**src/rtl/display_pkg.sv**
```systemverilog
// Shared constants for the score/time seven-segment display: active-low segment
// patterns, digit-slot encoding and a small BCD split helper.
package display_pkg;

  localparam logic [6:0] SEG_0     = 7'h40;
  localparam logic [6:0] SEG_1     = 7'h79;
  localparam logic [6:0] SEG_2     = 7'h24;
  localparam logic [6:0] SEG_3     = 7'h30;
  localparam logic [6:0] SEG_4     = 7'h19;
  localparam logic [6:0] SEG_5     = 7'h12;
  localparam logic [6:0] SEG_6     = 7'h02;
  localparam logic [6:0] SEG_7     = 7'h78;
  localparam logic [6:0] SEG_8     = 7'h00;
  localparam logic [6:0] SEG_9     = 7'h10;
  localparam logic [6:0] SEG_BLANK = 7'h7F;

  localparam logic [1:0] DIG_SEC_TENS = 2'd3;
  localparam logic [1:0] DIG_SEC_ONES = 2'd2;
  localparam logic [1:0] DIG_SCR_TENS = 2'd1;
  localparam logic [1:0] DIG_SCR_ONES = 2'd0;

  typedef struct packed {
    logic [3:0] tens;
    logic [3:0] ones;
  } bcd_t;

  // Divide by ten with repeated compare/subtract; valid for inputs 0..99.
  function automatic bcd_t split10(input logic [6:0] v);
    bcd_t       b;
    logic [6:0] r;
    r      = v;
    b.tens = 4'd0;
    for (int i = 0; i < 9; i++) begin
      if (r >= 7'd10) begin
        r      = r - 7'd10;
        b.tens = b.tens + 4'd1;
      end
    end
    b.ones = r[3:0];
    return b;
  endfunction

endpackage

```
**src/rtl/seg7_decode.sv**
```systemverilog
// BCD digit to active-low {g,f,e,d,c,b,a} pattern, with a blank override.
module seg7_decode
  import display_pkg::*;
(
  input  logic [3:0] bcd,
  input  logic       blank,
  output logic [6:0] seg
);

  always_comb begin
    seg = SEG_BLANK;
    if (!blank) begin
      case (bcd)
        4'd0:    seg = SEG_0;
        4'd1:    seg = SEG_1;
        4'd2:    seg = SEG_2;
        4'd3:    seg = SEG_3;
        4'd4:    seg = SEG_4;
        4'd5:    seg = SEG_5;
        4'd6:    seg = SEG_6;
        4'd7:    seg = SEG_7;
        4'd8:    seg = SEG_8;
        4'd9:    seg = SEG_9;
        default: seg = SEG_BLANK;
      endcase
    end
  end

endmodule

```
**src/rtl/score_time_display.sv**
```systemverilog
// Four-digit multiplexed display: seconds on the left pair, clamped score on the
// right pair; the seconds pair blinks while game_over is high.
module score_time_display
  import display_pkg::*;
#(
  parameter int REFRESH_CYCLES = 100_000,
  parameter int BLINK_CYCLES   = 50_000_000
) (
  input  logic       clk,
  input  logic       rst_n,
  input  logic [4:0] seconds,
  input  logic       game_over,
  input  logic [6:0] score,
  output logic [3:0] an,
  output logic [6:0] seg,
  output logic       dp
);

  localparam int CW = (REFRESH_CYCLES > 1) ? $clog2(REFRESH_CYCLES) : 1;
  localparam int BW = (BLINK_CYCLES > 1) ? $clog2(BLINK_CYCLES) : 1;
  localparam logic [CW-1:0] C_LAST = CW'(REFRESH_CYCLES - 1);
  localparam logic [BW-1:0] B_LAST = BW'(BLINK_CYCLES - 1);

  logic [4:0]    sec_q;
  logic [6:0]    score_q;
  logic          go_q;
  logic [CW-1:0] c;
  logic [1:0]    d;
  logic [BW-1:0] bc;
  logic          blink_on;

  logic [6:0] score_cl;
  bcd_t       sec_bcd, scr_bcd;
  logic [3:0] digit;
  logic       blank;
  logic [6:0] seg_nx;
  logic [3:0] an_nx;
  logic       dp_nx;

  assign score_cl = (score_q > 7'd99) ? 7'd99 : score_q;
  assign sec_bcd  = split10({2'b00, sec_q});
  assign scr_bcd  = split10(score_cl);

  always_comb begin
    digit = 4'd0;
    blank = 1'b1;
    case (d)
      DIG_SEC_TENS: begin digit = sec_bcd.tens; blank = (sec_bcd.tens == 4'd0) || !blink_on; end
      DIG_SEC_ONES: begin digit = sec_bcd.ones; blank = !blink_on; end
      DIG_SCR_TENS: begin digit = scr_bcd.tens; blank = (scr_bcd.tens == 4'd0); end
      default:      begin digit = scr_bcd.ones; blank = 1'b0; end
    endcase
  end

  seg7_decode u_dec (.bcd(digit), .blank(blank), .seg(seg_nx));

  // The seconds pair goes fully dark in the blink-off phase; the decimal point
  // stays tied to the slot so the anode alone hides it.
  always_comb begin
    an_nx = ~(4'b0001 << d);
    if (!blink_on && (d == DIG_SEC_TENS || d == DIG_SEC_ONES)) an_nx = 4'b1111;
    dp_nx = (d != DIG_SEC_ONES);
  end

  always_ff @(posedge clk) begin
    if (!rst_n) begin
      sec_q    <= '0;
      score_q  <= '0;
      go_q     <= 1'b0;
      c        <= '0;
      d        <= DIG_SEC_TENS;
      bc       <= '0;
      blink_on <= 1'b1;
      an       <= 4'b1111;
      seg      <= SEG_BLANK;
      dp       <= 1'b1;
    end else begin
      sec_q   <= seconds;
      score_q <= score;
      go_q    <= game_over;
      if (c == C_LAST) begin
        c <= '0;
        d <= d - 2'd1;
      end else begin
        c <= c + CW'(1);
      end
      if (!go_q) begin
        bc       <= '0;
        blink_on <= 1'b1;
      end else if (bc == B_LAST) begin
        bc       <= '0;
        blink_on <= ~blink_on;
      end else begin
        bc <= bc + BW'(1);
      end
      an  <= an_nx;
      seg <= seg_nx;
      dp  <= dp_nx;
    end
  end

endmodule

```
**config.mk**
```make
export PLATFORM = sky130hd
export DESIGN_NAME = score_time_display
export DESIGN_NICKNAME = d
export VERILOG_FILES = /design/src/rtl/display_pkg.sv /design/src/rtl/seg7_decode.sv /design/src/rtl/score_time_display.sv
export SDC_FILE = /design/constraint.sdc
export NUM_CORES = 1
export LEC_CHECK = 0
export CORE_MARGIN = 2
export CORE_UTILIZATION = 35
export CTS_BUF_LIST = sky130_fd_sc_hd__clkbuf_2
export CTS_CLUSTER_SIZE = 8
export DETAILED_ROUTE_END_ITERATION = 16
export MAX_ROUTING_LAYER = met4
export PLACE_DENSITY = 0.52
export SLEW_MARGIN = 25
export SYNTH_ARGS = -nofsm -noshare
export SYNTH_HDL_FRONTEND = slang
export SYNTH_HIERARCHICAL = 1
export SYNTH_SLANG_ARGS = --single-unit
```
**constraint.sdc**
```tcl
create_clock -name clk -period 19.4 [get_ports clk]
set_clock_uncertainty 0.1 [all_clocks]
set_input_delay 2.91 -clock clk [delete_from_list [all_inputs] [get_ports clk]]
set_output_delay 2.91 -clock clk [all_outputs]
set_load 0.05 [all_outputs]
```
==> tab_implementation.tex <==
\begin{tabular}{lr}
\hline
Metric & Value \\
\hline
\multicolumn{2}{l}{\textbf{Status}} \\
\quad Outcome & complete, no violations \\
\multicolumn{2}{l}{\textbf{Floorplan}} \\
\quad Placement Rows & 58 \\
\quad Width of the chip & 163 microns \\
\quad Floorplan die area & 26,600 sq um \\
\quad I/O pin total & 27 \\
\quad Initial Utilization & 0.354 \\
\quad Placeable Area & 25,000 sq um \\
\quad Die boundary height & 163 microns \\
\multicolumn{2}{l}{\textbf{GRT}} \\
\quad Overall track demand over capacity in global routing & 0.178 \\
\quad Maximum number of pins on one net before global-route repair & 31 \\
\quad Met1 track utilization from global routing & 0.240 \\
\quad Antenna violations before repair & 0 \\
\quad GRT Residual Overflow & 0 \\
\quad Met3 routing resource usage after global routing & 0.0218 \\
\quad Via count of the first global-routing pass & 7,796 \\
\quad Busiest layer in global routing & met2 \\
\quad Met2 routing resource usage after global routing & 0.284 \\
\quad Global-route wire length before repair & 38,400 microns \\
\multicolumn{2}{l}{\textbf{Synthesis}} \\
\quad Count leader, synth & nor2\_1 \\
\quad Post-synthesis register bit count & 71 \\
\quad Synth area leaders & dfxtp\_1 16\%, ha\_1 7.9\%, xnor2\_1 5.0\% \\
\quad Cells after synthesis & 1,137 \\
\quad Count of flip-flops with a built-in enable after synthesis & 0 \\
\quad Post-synth top cells & 112 x nor2\_1, 74 x nand2\_1, 71 x dfxtp\_1, 64 x inv\_1, 59 x a21oi\_1 \\
\quad Post-Syn Area per Cell & 7.79 sq um \\
\quad Share of the synthesized area in the top cell type & 0.161 \\
\quad Register area share after synthesis & 0.161 \\
\quad Yosys cell types & 125 \\
\quad Total nets after synthesis & 1,208 \\
\quad Async set-reset flop share out of synthesis & 0 \\
\quad Predominant post-synthesis flop cell & dfxtp\_1 \\
\quad Number of warning messages in the yosys log & 6 \\
\quad Combined area of all synthesized cells & 8850 sq um \\
\quad Post-synth top area cell & dfxtp\_1 \\
\multicolumn{2}{l}{\textbf{Setup path}} \\
\quad Path depth of the worst reg2reg path & 66 \\
\quad Worst R2R End & seg[3]\$\_SDFF\_PN1\_ \\
\quad Critical path origin & sec\_q[1]\$\_SDFF\_PN0\_ \\
\quad Crit Path Max Fanout & 15 \\
\quad Beginning of the worst register-to-register path & sec\_q[1]\$\_SDFF\_PN0\_ \\
\quad Cell with the largest stage delay on the worst path & dfxtp\_1 \\
\quad End of the critical path & seg[3]\$\_SDFF\_PN1\_ \\
\quad Setup crit start kind & flip-flop \\
\quad Worst path arrival time & 16.80 ns \\
\quad Crit end category & flip-flop \\
\quad Category of the critical setup timing path & flip-flop to flip-flop \\
\quad Required arrival time at the worst endpoint & 19.80 ns \\
\quad Delay of the slowest critical-path stage & 0.66 ns \\
\quad Setup slack of the worst register-to-register path & 2.99 ns \\
\multicolumn{2}{l}{\textbf{Cells and area}} \\
\quad Count of inserted antenna diode cells & 0 \\
\quad Number of standard cells in the final layout excluding fillers & 1,477 \\
\quad Fill cell count & 2,619 \\
\quad Fraction of final layout cells sized beyond drive strength 1 & 0.0915 \\
\quad Layout Nets & 1,213 \\
\quad Area Overhead vs Synth & 7.80\% \\
\multicolumn{2}{l}{\textbf{Clocking}} \\
\quad Maximum root-to-sink buffer count & 2 \\
\quad CTS tree & yes \\
\quad Number of gates resized after CTS & 0 \\
\quad Clock-pin slew on the worst setup and hold paths & 0.28 ns \\
\quad Clock network latency to the later pin of the worst-skew pair & 0.61 ns \\
\quad CTS H-tree depth & 3 \\
\quad Setup fix buffers added after clock tree synthesis & 0 \\
\quad Number of buffers inserted by hold repair at cts & 0 \\
\quad CTS root buf & clkbuf\_2 \\
\quad TritonCTS Sinks & 71 \\
\quad Inserted Clock Buffers & 9 \\
\multicolumn{2}{l}{\textbf{Detailed routing}} \\
\quad Detailed Route WL & 23,000 microns \\
\quad Detailed-route vias per instance & 5.67 \\
\quad Average wire per cell in the routed design & 15.6 microns \\
\quad DRC viols & 0 \\
\quad Vias post-DR & 8,378 \\
\quad Detailed-routing iteration count for the pre-antenna-repair pass & 5 \\
\quad Post-DRT Antenna Nets & 0 \\
\quad Drt first-iter violations & 534 \\
\multicolumn{2}{l}{\textbf{Placement}} \\
\quad I/O Buffers & 26 \\
\quad Placer's final routability congestion estimate & 0.871 \\
\quad Detailed placement HPWL & 17,700 microns \\
\quad Post-Place Worst Slack & 3.39 ns \\
\quad Placed cell count & 1,460 \\
\multicolumn{2}{l}{\textbf{Timing}} \\
\quad Tmin final & 16.41 ns \\
\quad Post-route worst setup slack & 2.99 ns \\
\quad Least-Margin Pin Slew & 0.932 ns \\
\quad Unrepaired setup endpoints after global routing & false \\
\quad Max-slew violation count & 0 \\
\quad Maximum clock frequency & 0.0610 GHz \\
\quad Total of endpoints with negative setup slack in the final report & 0 \\
\quad Total count of hold-check failures in the final report & 0 \\
\quad Slew Limit Headroom & 0.375 \\
\quad Final period util & 0.846 \\
\quad Final TNS setup & 0 ns \\
\multicolumn{2}{l}{\textbf{Job}} \\
\quad Number of max-cap violations & 0 \\
\multicolumn{2}{l}{\textbf{Min path}} \\
\quad Kind of path behind the tightest hold check & flip-flop to flip-flop \\
\hline
\end{tabular}
sequential cells by signal, summed over array words and instances (netlist names):
signal / flops
sec_q: 5
blink_on: 1
score_q: 7
go_q: 1
c: 17
an: 4
dp: 1
bc: 26
d: 2
seg: 7
area by class of cell:
class                           count  area, sq um  area share
Clock buffer                        9         45.0     0.00472
Clock inverter                      7          143      0.0149
Inverter                           66          260      0.0273
Multi-Input combinational cell    964         6970       0.730
Sequential cell                    71         1420       0.149
Tap cell                          330          413      0.0433
Timing Repair Buffer               30          294      0.0308
kinds of logic (layout without fill, tap and decap cells):
logic type      Yosys count  count (layout)  synth area share
mux                      33              33            0.0435
compound gates          344             344             0.302
flops                    71              71             0.161
buf+inv                 102             112            0.0524
simple gates            436             436             0.266
xor+xnor                 95              95            0.0964
fa+ha+maj                56              56            0.0791
worst min-delay path by stage:
stage | start | slack (ns) | depth (start not counted) | endpoint
final | go_q$_SDFF_PN0_ | 0.33 | 1 | blink_on$_SDFFE_PN1P_
after global routing | go_q$_SDFF_PN0_ | 0.38 | 1 | blink_on$_SDFFE_PN1P_
after CTS | go_q$_SDFF_PN0_ | 0.33 | 1 | blink_on$_SDFFE_PN1P_
after detailed placement | go_q$_SDFF_PN0_ | 0.29 | 1 | blink_on$_SDFFE_PN1P_
after global placement | go_q$_SDFF_PN0_ | 0.29 | 1 | blink_on$_SDFFE_PN1P_
after floorplan | go_q$_SDFF_PN0_ | 0.28 | 1 | blink_on$_SDFFE_PN1P_
critical path, delay by kind of cell, from the launching register on:
family | cells | cell delay [ns]
AOI/OAI and AO/OA | 26 | 6.41
buffers and inverters | 10 | 1.13
adders and majority gates | 10 | 2.97
DFF | 1 | 0.66
muxes | 2 | 0.87
xor gates and xnor gates | 1 | 0.21
and+or+nand+nor | 17 | 3.92
per-layer routing:
metal	vias up	part of all wire
met5	-	0
met4	0	0.015
met3	27	0.033
met2	166	0.46
met1	3943	0.50
li1	4242	-
stage by stage:
step | utilization | area (sq um) | hold slack, ns
4_1_cts | 0.381 | 9530 | 0.330
3_5_place_dp | 0.373 | 9350 | 0.291
3_3_place_gp | 0.373 | 9350 | 0.292
2_1_floorplan | - | 8850 | 0.283
6_report | 0.381 | 9550 | 0.331
5_1_grt | 0.381 | 9550 | 0.377
cell usage in the layout, fill, tap and decap left out, types with 9 or more instances in the layout:
master           netlist  routed
nor2_1               112     112
nand2_1               74      74
dfxtp_1               71      71
inv_1                 64      64
a21oi_1               59      59
ha_1                  56      56
o21ai_0               55      55
nand3_1               51      51
xnor2_1               51      51
xor2_1                42      42
and2_1                33      33
nor3_1                27      27
clkdlybuf4s50_1        0      26
nand2b_1              19      19
a211oi_1              19      19
a21o_1                17      17
o211ai_1              16      16
mux2i_1               16      16
a211o_1               15      15
or3_1                 14      14
and3_1                12      12
nand4_1               12      12
o21ai_1               12      12
o21a_1                 9       9
o211a_1                9       9
mux2_2                 9       9
clkbuf_2               0       9
Power is not shown: default switching activity piles up to over one toggle a cycle in this logic, so the estimate is an artifact.
